## src/rtl/fofb_packet_tx.sv

```systemverilog
// FOFB cell-link packet builder: queues BPM samples and streams header/X/Y/S words on AXI-Stream.
// Define FOFB_PACKET_TX_LOSS_FLAG_EN to mark the first S word after a FIFO drop with bit 30.
module fofb_packet_tx #(
  parameter int FOFB_INDEX_WIDTH = 9,
  parameter int CELL_INDEX_WIDTH = 5,
  parameter int FIFO_ADDR_WIDTH  = 4
) (
  input  logic                        auroraClk,
  input  logic                        auroraReset,
  input  logic                        FAstrobe,
  input  logic [CELL_INDEX_WIDTH-1:0] cellIndex,
  input  logic                        fofbEnabled,
  input  logic                        sampleValid,
  input  logic [FOFB_INDEX_WIDTH-1:0] sampleIndex,
  input  logic [31:0]                 sampleX,
  input  logic [31:0]                 sampleY,
  input  logic [31:0]                 sampleS,
  output logic                        TVALID,
  output logic                        TLAST,
  output logic [31:0]                 TDATA,
  input  logic                        TREADY,
  output logic [15:0]                 txCount,
  output logic [15:0]                 dropCount,
  output logic                        fifoEmpty,
  output logic                        fifoFull
);
  localparam int DEPTH = 1 << FIFO_ADDR_WIDTH;
  localparam int EW    = FOFB_INDEX_WIDTH + 96;
  localparam logic [FIFO_ADDR_WIDTH:0] PTR_ONE = {{FIFO_ADDR_WIDTH{1'b0}}, 1'b1};

  typedef enum logic [2:0] {S_IDLE, S_HDR, S_X, S_Y, S_S} state_t;
  state_t state, state_nxt;

  logic [EW-1:0]               mem [DEPTH];
  logic [FIFO_ADDR_WIDTH:0]    wr_ptr, rd_ptr, wr_base, wr_nxt, rd_nxt;
  logic                        hs, pop, push, drop, more;
  logic [95:0]                 head;
  logic [FOFB_INDEX_WIDTH-1:0] nxt_index;
  logic [31:0]                 hdr_word, s_word, tdata_nxt;
  logic                        tvalid_nxt, tlast_nxt;

  assign fifoEmpty = (wr_ptr == rd_ptr);
  assign fifoFull  = (wr_ptr[FIFO_ADDR_WIDTH] != rd_ptr[FIFO_ADDR_WIDTH]) &&
                     (wr_ptr[FIFO_ADDR_WIDTH-1:0] == rd_ptr[FIFO_ADDR_WIDTH-1:0]);

  assign hs     = TVALID && TREADY;
  assign pop    = hs && (state == S_S);
  assign rd_nxt = pop ? rd_ptr + PTR_ONE : rd_ptr;

  // A flush keeps only the entry whose packet is already on the wire.
  always_comb begin
    wr_base = wr_ptr;
    if (FAstrobe) wr_base = (state == S_IDLE) ? rd_ptr : rd_ptr + PTR_ONE;
  end

  assign push   = sampleValid && (FAstrobe || !fifoFull || pop);
  assign drop   = sampleValid && !push;
  assign wr_nxt = push ? wr_base + PTR_ONE : wr_base;
  assign more   = (wr_base != rd_nxt);

  assign head      = mem[rd_ptr[FIFO_ADDR_WIDTH-1:0]][95:0];
  assign nxt_index = mem[rd_nxt[FIFO_ADDR_WIDTH-1:0]][EW-1:96];

  always_comb begin
    hdr_word = 32'hA5BE_0000;
    hdr_word[15] = fofbEnabled;
    hdr_word[10 +: CELL_INDEX_WIDTH] = cellIndex;
    hdr_word[0 +: FOFB_INDEX_WIDTH] = nxt_index;
  end

`ifdef FOFB_PACKET_TX_LOSS_FLAG_EN
  logic lossPending;

  always_ff @(posedge auroraClk or posedge auroraReset) begin
    if (auroraReset)              lossPending <= 1'b0;
    else if (drop)                lossPending <= 1'b1;
    else if (state == S_Y && hs)  lossPending <= 1'b0;
  end

  always_comb begin
    s_word = head[31:0];
    s_word[30] = head[30] | lossPending;
  end
`else
  assign s_word = head[31:0];
`endif

  always_ff @(posedge auroraClk) begin
    if (push) mem[wr_base[FIFO_ADDR_WIDTH-1:0]] <= {sampleIndex, sampleX, sampleY, sampleS};
  end

  always_ff @(posedge auroraClk or posedge auroraReset) begin
    if (auroraReset) begin
      wr_ptr <= '0;
      rd_ptr <= '0;
    end else begin
      wr_ptr <= wr_nxt;
      rd_ptr <= rd_nxt;
    end
  end

  always_comb begin
    state_nxt  = state;
    tdata_nxt  = TDATA;
    tvalid_nxt = TVALID;
    tlast_nxt  = TLAST;
    case (state)
      S_IDLE: if (!fifoEmpty && !FAstrobe) begin
        state_nxt  = S_HDR;
        tdata_nxt  = hdr_word;
        tvalid_nxt = 1'b1;
      end
      S_HDR: if (hs) begin
        state_nxt = S_X;
        tdata_nxt = head[95:64];
      end
      S_X: if (hs) begin
        state_nxt = S_Y;
        tdata_nxt = head[63:32];
      end
      S_Y: if (hs) begin
        state_nxt = S_S;
        tdata_nxt = s_word;
        tlast_nxt = 1'b1;
      end
      S_S: if (hs) begin
        tlast_nxt = 1'b0;
        if (more) begin
          state_nxt = S_HDR;
          tdata_nxt = hdr_word;
        end else begin
          state_nxt  = S_IDLE;
          tvalid_nxt = 1'b0;
        end
      end
      default: state_nxt = S_IDLE;
    endcase
  end

  always_ff @(posedge auroraClk or posedge auroraReset) begin
    if (auroraReset) begin
      state  <= S_IDLE;
      TDATA  <= '0;
      TVALID <= 1'b0;
      TLAST  <= 1'b0;
    end else begin
      state  <= state_nxt;
      TDATA  <= tdata_nxt;
      TVALID <= tvalid_nxt;
      TLAST  <= tlast_nxt;
    end
  end

  // FAstrobe clear wins over a same-cycle packet completion.
  always_ff @(posedge auroraClk or posedge auroraReset) begin
    if (auroraReset) begin
      txCount   <= '0;
      dropCount <= '0;
    end else begin
      if (FAstrobe)                          txCount <= '0;
      else if (pop && txCount != 16'hFFFF)   txCount <= txCount + 16'd1;
      if (drop && dropCount != 16'hFFFF)     dropCount <= dropCount + 16'd1;
    end
  end
endmodule

```

## config.mk

```make
export PLATFORM = sky130hd
export DESIGN_NAME = fofb_packet_tx
export DESIGN_NICKNAME = d
export VERILOG_FILES = /design/src/rtl/fofb_packet_tx.sv
export SDC_FILE = /design/constraint.sdc
export NUM_CORES = 2
export LEC_CHECK = 0
export ABC_AREA = 1
export ABC_CLOCK_PERIOD_IN_PS = 10400
export CAP_MARGIN = 10
export CORE_MARGIN = 2
export CORE_UTILIZATION = 62
export CTS_BUF_LIST = sky130_fd_sc_hd__clkbuf_4 sky130_fd_sc_hd__clkbuf_8 sky130_fd_sc_hd__clkbuf_16
export DETAILED_ROUTE_END_ITERATION = 8
export PLACE_DENSITY = 0.8
export RECOVER_POWER = 100
export SLEW_MARGIN = 20
export SYNTH_ARGS = -nofsm -noshare
export SYNTH_HDL_FRONTEND = slang
export SYNTH_SLANG_ARGS = --single-unit
```

## constraint.sdc

```tcl
create_clock -name auroraClk -period 10.4 [get_ports auroraClk]
set_clock_uncertainty 0.2 [all_clocks]
set_input_delay 3.12 -clock auroraClk [delete_from_list [all_inputs] [get_ports auroraClk]]
set_output_delay 3.12 -clock auroraClk [all_outputs]
set_load 0.05 [all_outputs]
```

==> impl.org <==
** Logic synthesis
- Average instance area after synthesis :: ~13 µm²
- Post-synthesis adder-cell area fraction :: 0.124%
- Post-synthesis instance area :: 70600 µm²
- Post-synth cell types :: 41
- Share of the synthesized area in compound gates (AO/OA/AOI/OAI) :: 9.70%
- After technology mapping, the gate count stands at 5637.
- Counting every net in the synthesized netlist gives 5760.
- Xor and xnor area share after synthesis :: 0.335%
- Yosys top cell area share :: 71.5%
- By area, the combinational part of the netlist is dominated by simple AND/OR/NAND/NOR gates.
- Number of synthesized flops with an enable pin :: 1680
- The Yosys step of the flow raised 0 warnings.
- Async set or reset register ratio after synthesis :: under 10%
- The synthesized netlist devotes 12.4% of its cell area to simple gates.
- In this run, synthesis produced a sequential element count of 1759.
- In the synthesized netlist the dominant register cell turns out to be edfxtp_1.
- Sequential cell area fraction in the yosys report :: 74.3%
- edfxtp_1 takes more of the synthesized area than any other cell.
- Multiplexer share of the synthesized area :: 0%
- After synthesis, the cell types taking the most area are edfxtp_1 (71%), o21ai_0 (5.0%), nand2_1 (4.7%).

** STA
- Final setup violation count :: 0
- Setup repair after global routing missed its margin :: false
- Count of final hold-check violations :: 0
- Relative max-transition margin :: -175%
- Final Cycle Share :: between 80% and 90%
- Max frequency :: 117 MHz
- After routing, the total negative slack on setup checks comes to 0 ns.
- The clock period could shrink to around 8.6 ns.
- The number of pins exceeding their max-slew limit in the final report is between 1000 and 1500.
- Worst Max-Slew Pin Slew :: just over 4 ns

** CTS
- Post-CTS Hold Fix Bufs :: 0
- Number of levels in the clock H-tree :: 4
- Post-CTS Repair Setup Buffers :: 0
- TritonCTS built the clock tree.
- Worst-case clock buffer depth :: 3
- Number of buffers added by the clock tree synthesis step :: around 170
- CTS sink cnt :: 1759
- Number of instances resized during post-cts repair :: 0
- Clock-pin slew on the worst setup and hold paths :: 0.06 ns
- Clock latency on the worst-skew pair, taken at its later pin, is 0.78 ns.
- The cell sitting at the root of the clock tree is a clkbuf_16.

** Placed design
- IO Port Bufs :: ~180
- The HPWL after detailed placement is 87.6 mm.
- The congestion estimate from routability-driven global placement came to 0.842.
- Cell Count Post-Placement :: 7018

** Power and ir drop
- Leakage :: 27.0 nW
- Overall power after layout :: 20.4 mW
- Maximum vdd drop :: 250 µV
- Power density of the placed cells :: about 260 nW/µm²

** Run
- The tool flagged a number of max-cap violations equal to 22.

** Routing
- Routed vias/inst :: 6.34
- The detailed router finished its first iteration with 6894 violations.
- The detailed router placed ~47000 vias in this run.
- The first TritonRoute pass finished after 8 iterations.
- Sum of routed wire length over all layers :: 176 mm
- Dividing the detail-routed wire length by the instance count gives 23.9 µm.
- DRC violation count after routing :: 2
- Once detail routing completed, the nets flagged for antenna violations numbered 0.

** Layout
- Total of fill cells in the finished design :: 7161
- Combined area of the multi-input logic cells :: about 16000 µm²
- Registers take 52400 µm².
- Area overhead of the layout relative to synthesis :: 11.7%
- The final layout contains approximately 5800 nets.
- Excluding fillers, the count of instances in the completed layout stands at 7357.
- Cells with a size suffix above 1 make up 6.41% of the layout.

** Floorplan
- Row count :: 123
- The die covers 117000 µm².
- From left edge to right edge, the die measures 341 µm.
- Starting density of the core :: 62.7%
- I/O pins :: 184
- The total area inside the core boundary comes to around 110000 µm².
- Die boundary height :: 341 µm

** Worst setup path
- CP startpoint kind :: input port
- Start-to-end type of the worst setup path :: input port to register
- Crit end category :: register
- Worst path required time :: approximately 10 ns
- Largest fanout of any net on the critical path :: 53
- Data on the critical path arrives at its endpoint at between 8 and 9 ns.

** Global routing
- The number of antenna violations at the first check in global routing is 32.
- Number of global-route vias before repair :: between 40000 and 50000
- Entering global routing, the biggest net connects 248 pins.
- Global routing usage summed across all routing layers :: a little under a third
- The first global-routing pass estimated 266 mm of wire.
- Total congestion overflow :: 0

** Min path
- Type of the worst min-delay path :: register to register

** Outcome
- Status :: finished, violations left
- The checks that failed: DRC, capacitance limit, slew limit.
==> cells in the mapped netlist (3+ instances only) <==
library cell     n
edfxtp_1      1680
or2_2            4
o221ai_1       130
xnor2_1         10
inv_1          147
buf_1           29
o21ai_1         10
buf_2           93
a211oi_1         3
o22ai_1         58
nand2_1        888
nor3_1          12
ha_1             7
nand4_1         16
a21oi_1         55
o21ai_0        700
dfrtp_1         79
a31oi_1          5
o211ai_1       172
buf_4           38
o21ai_2          5
nor2_1         854
clkbuf_1       204
nand3_1        383
o31ai_1         11
inv_2            5
xor2_1          17
buf_6            5
==> layout make-up <==
| class | count | share of cell area (%) |
|---|---|---|
| flip-flops and latches | 1759 | 66.5 |
| multi-input cells | 3356 | 20.3 |
| clock buffers | 227 | 6.11 |
| repair buffers | 251 | 3.02 |
| well taps | 1500 | 2.38 |
| clock inverters | 88 | 0.879 |
| inverters | 153 | 0.762 |
| diodes | 23 | 0.0730 |
==> layout by cell type (no fill, tap or decap), types with 130 or more instances in the layout <==
cell,count
clkbuf_16,175
dlygate4sd3_1,175
edfxtp_1,1680
inv_1,145
nand2_1,886
nand3_1,383
nor2_1,847
o211ai_1,172
o21ai_0,704
o221ai_1,130
==> logic make-up (layout without fill, tap and decap cells) <==
| group | Yosys count | after routing |
|---|---|---|
| adders and majority gates | 7 | 7 |
| AOI/OAI and AO/OA | 1153 | 1153 |
| xor gates and xnor gates | 27 | 27 |
| other | 0 | 23 |
| and+or+nand+nor | 2169 | 2169 |
| buffers and inverters | 522 | 719 |
| DFF | 1759 | 1759 |
==> registers in the layout, summed over array words and instances, names as in the netlist <==
name       count
TDATA         32
TLAST          1
TVALID         1
dropCount     16
mem         1680
rd_ptr         5
state          3
txCount       16
wr_ptr         5
==> worst max-delay path, stage by stage <==
cell and delay (ns):
dlygate4sd3_1 1.12, inv_1 0.42, nand3_1 0.21, nand2_1 0.22
inv_1 0.21, nand2_1 0.22, nor2_4 0.15, clkbuf_1 2.89
==> layer usage <==
| metal | global-route usage (%) | share of wire (%) |
|---|---|---|
| met2 | 47.4 | 47 |
| met1 | 40.9 | 37 |
| met4 | 13.0 | 3.9 |
| met3 | 6.46 | 12 |
| met5 | 0 | 0.043 |
==> where the power goes <==
group	internal, mW	switching (mW)	leakage (nW)	total [mW]
clock	3.42	2.59	2.76	6.02
sequential	8.51	0.254	16.1	8.76
combinational	1.44	4.13	8.10	5.57
==> worst paths after layout <==
kind                            cells past startpoint          from  slack, ns           end
max in group asynchronous                           3   auroraReset       5.77     rd_ptr[1]
worst min-delay path                                1  dropCount[8]       0.31  dropCount[8]
worst min register to register                      1  dropCount[8]       0.31  dropCount[8]
worst max-delay path                                8      FAstrobe       1.85    mem[9][59]
worst max register to register                      9     rd_ptr[3]       2.38    mem[9][59]
min in group asynchronous                           2   auroraReset       2.70  dropCount[9]
==> metrics by stage <==
| step | setup WS [ns] | hold slack [ns] | utilization [%] | area [µm²] |
|---|---|---|---|---|
| final | 1.85 | 0.310 | 70.0 | 78800 |
| after global routing | 1.71 | 0.330 | 70.0 | 78800 |
| after global placement | 3.01 | 0.285 | 65.2 | 73500 |
| after floorplan | 1.13 | 0.321 | - | 70600 |
| after CTS | 3.69 | 0.321 | 70.1 | 79000 |
| after detailed placement | 2.87 | 0.308 | 65.2 | 73500 |
Power figures use the tool's default switching activity.
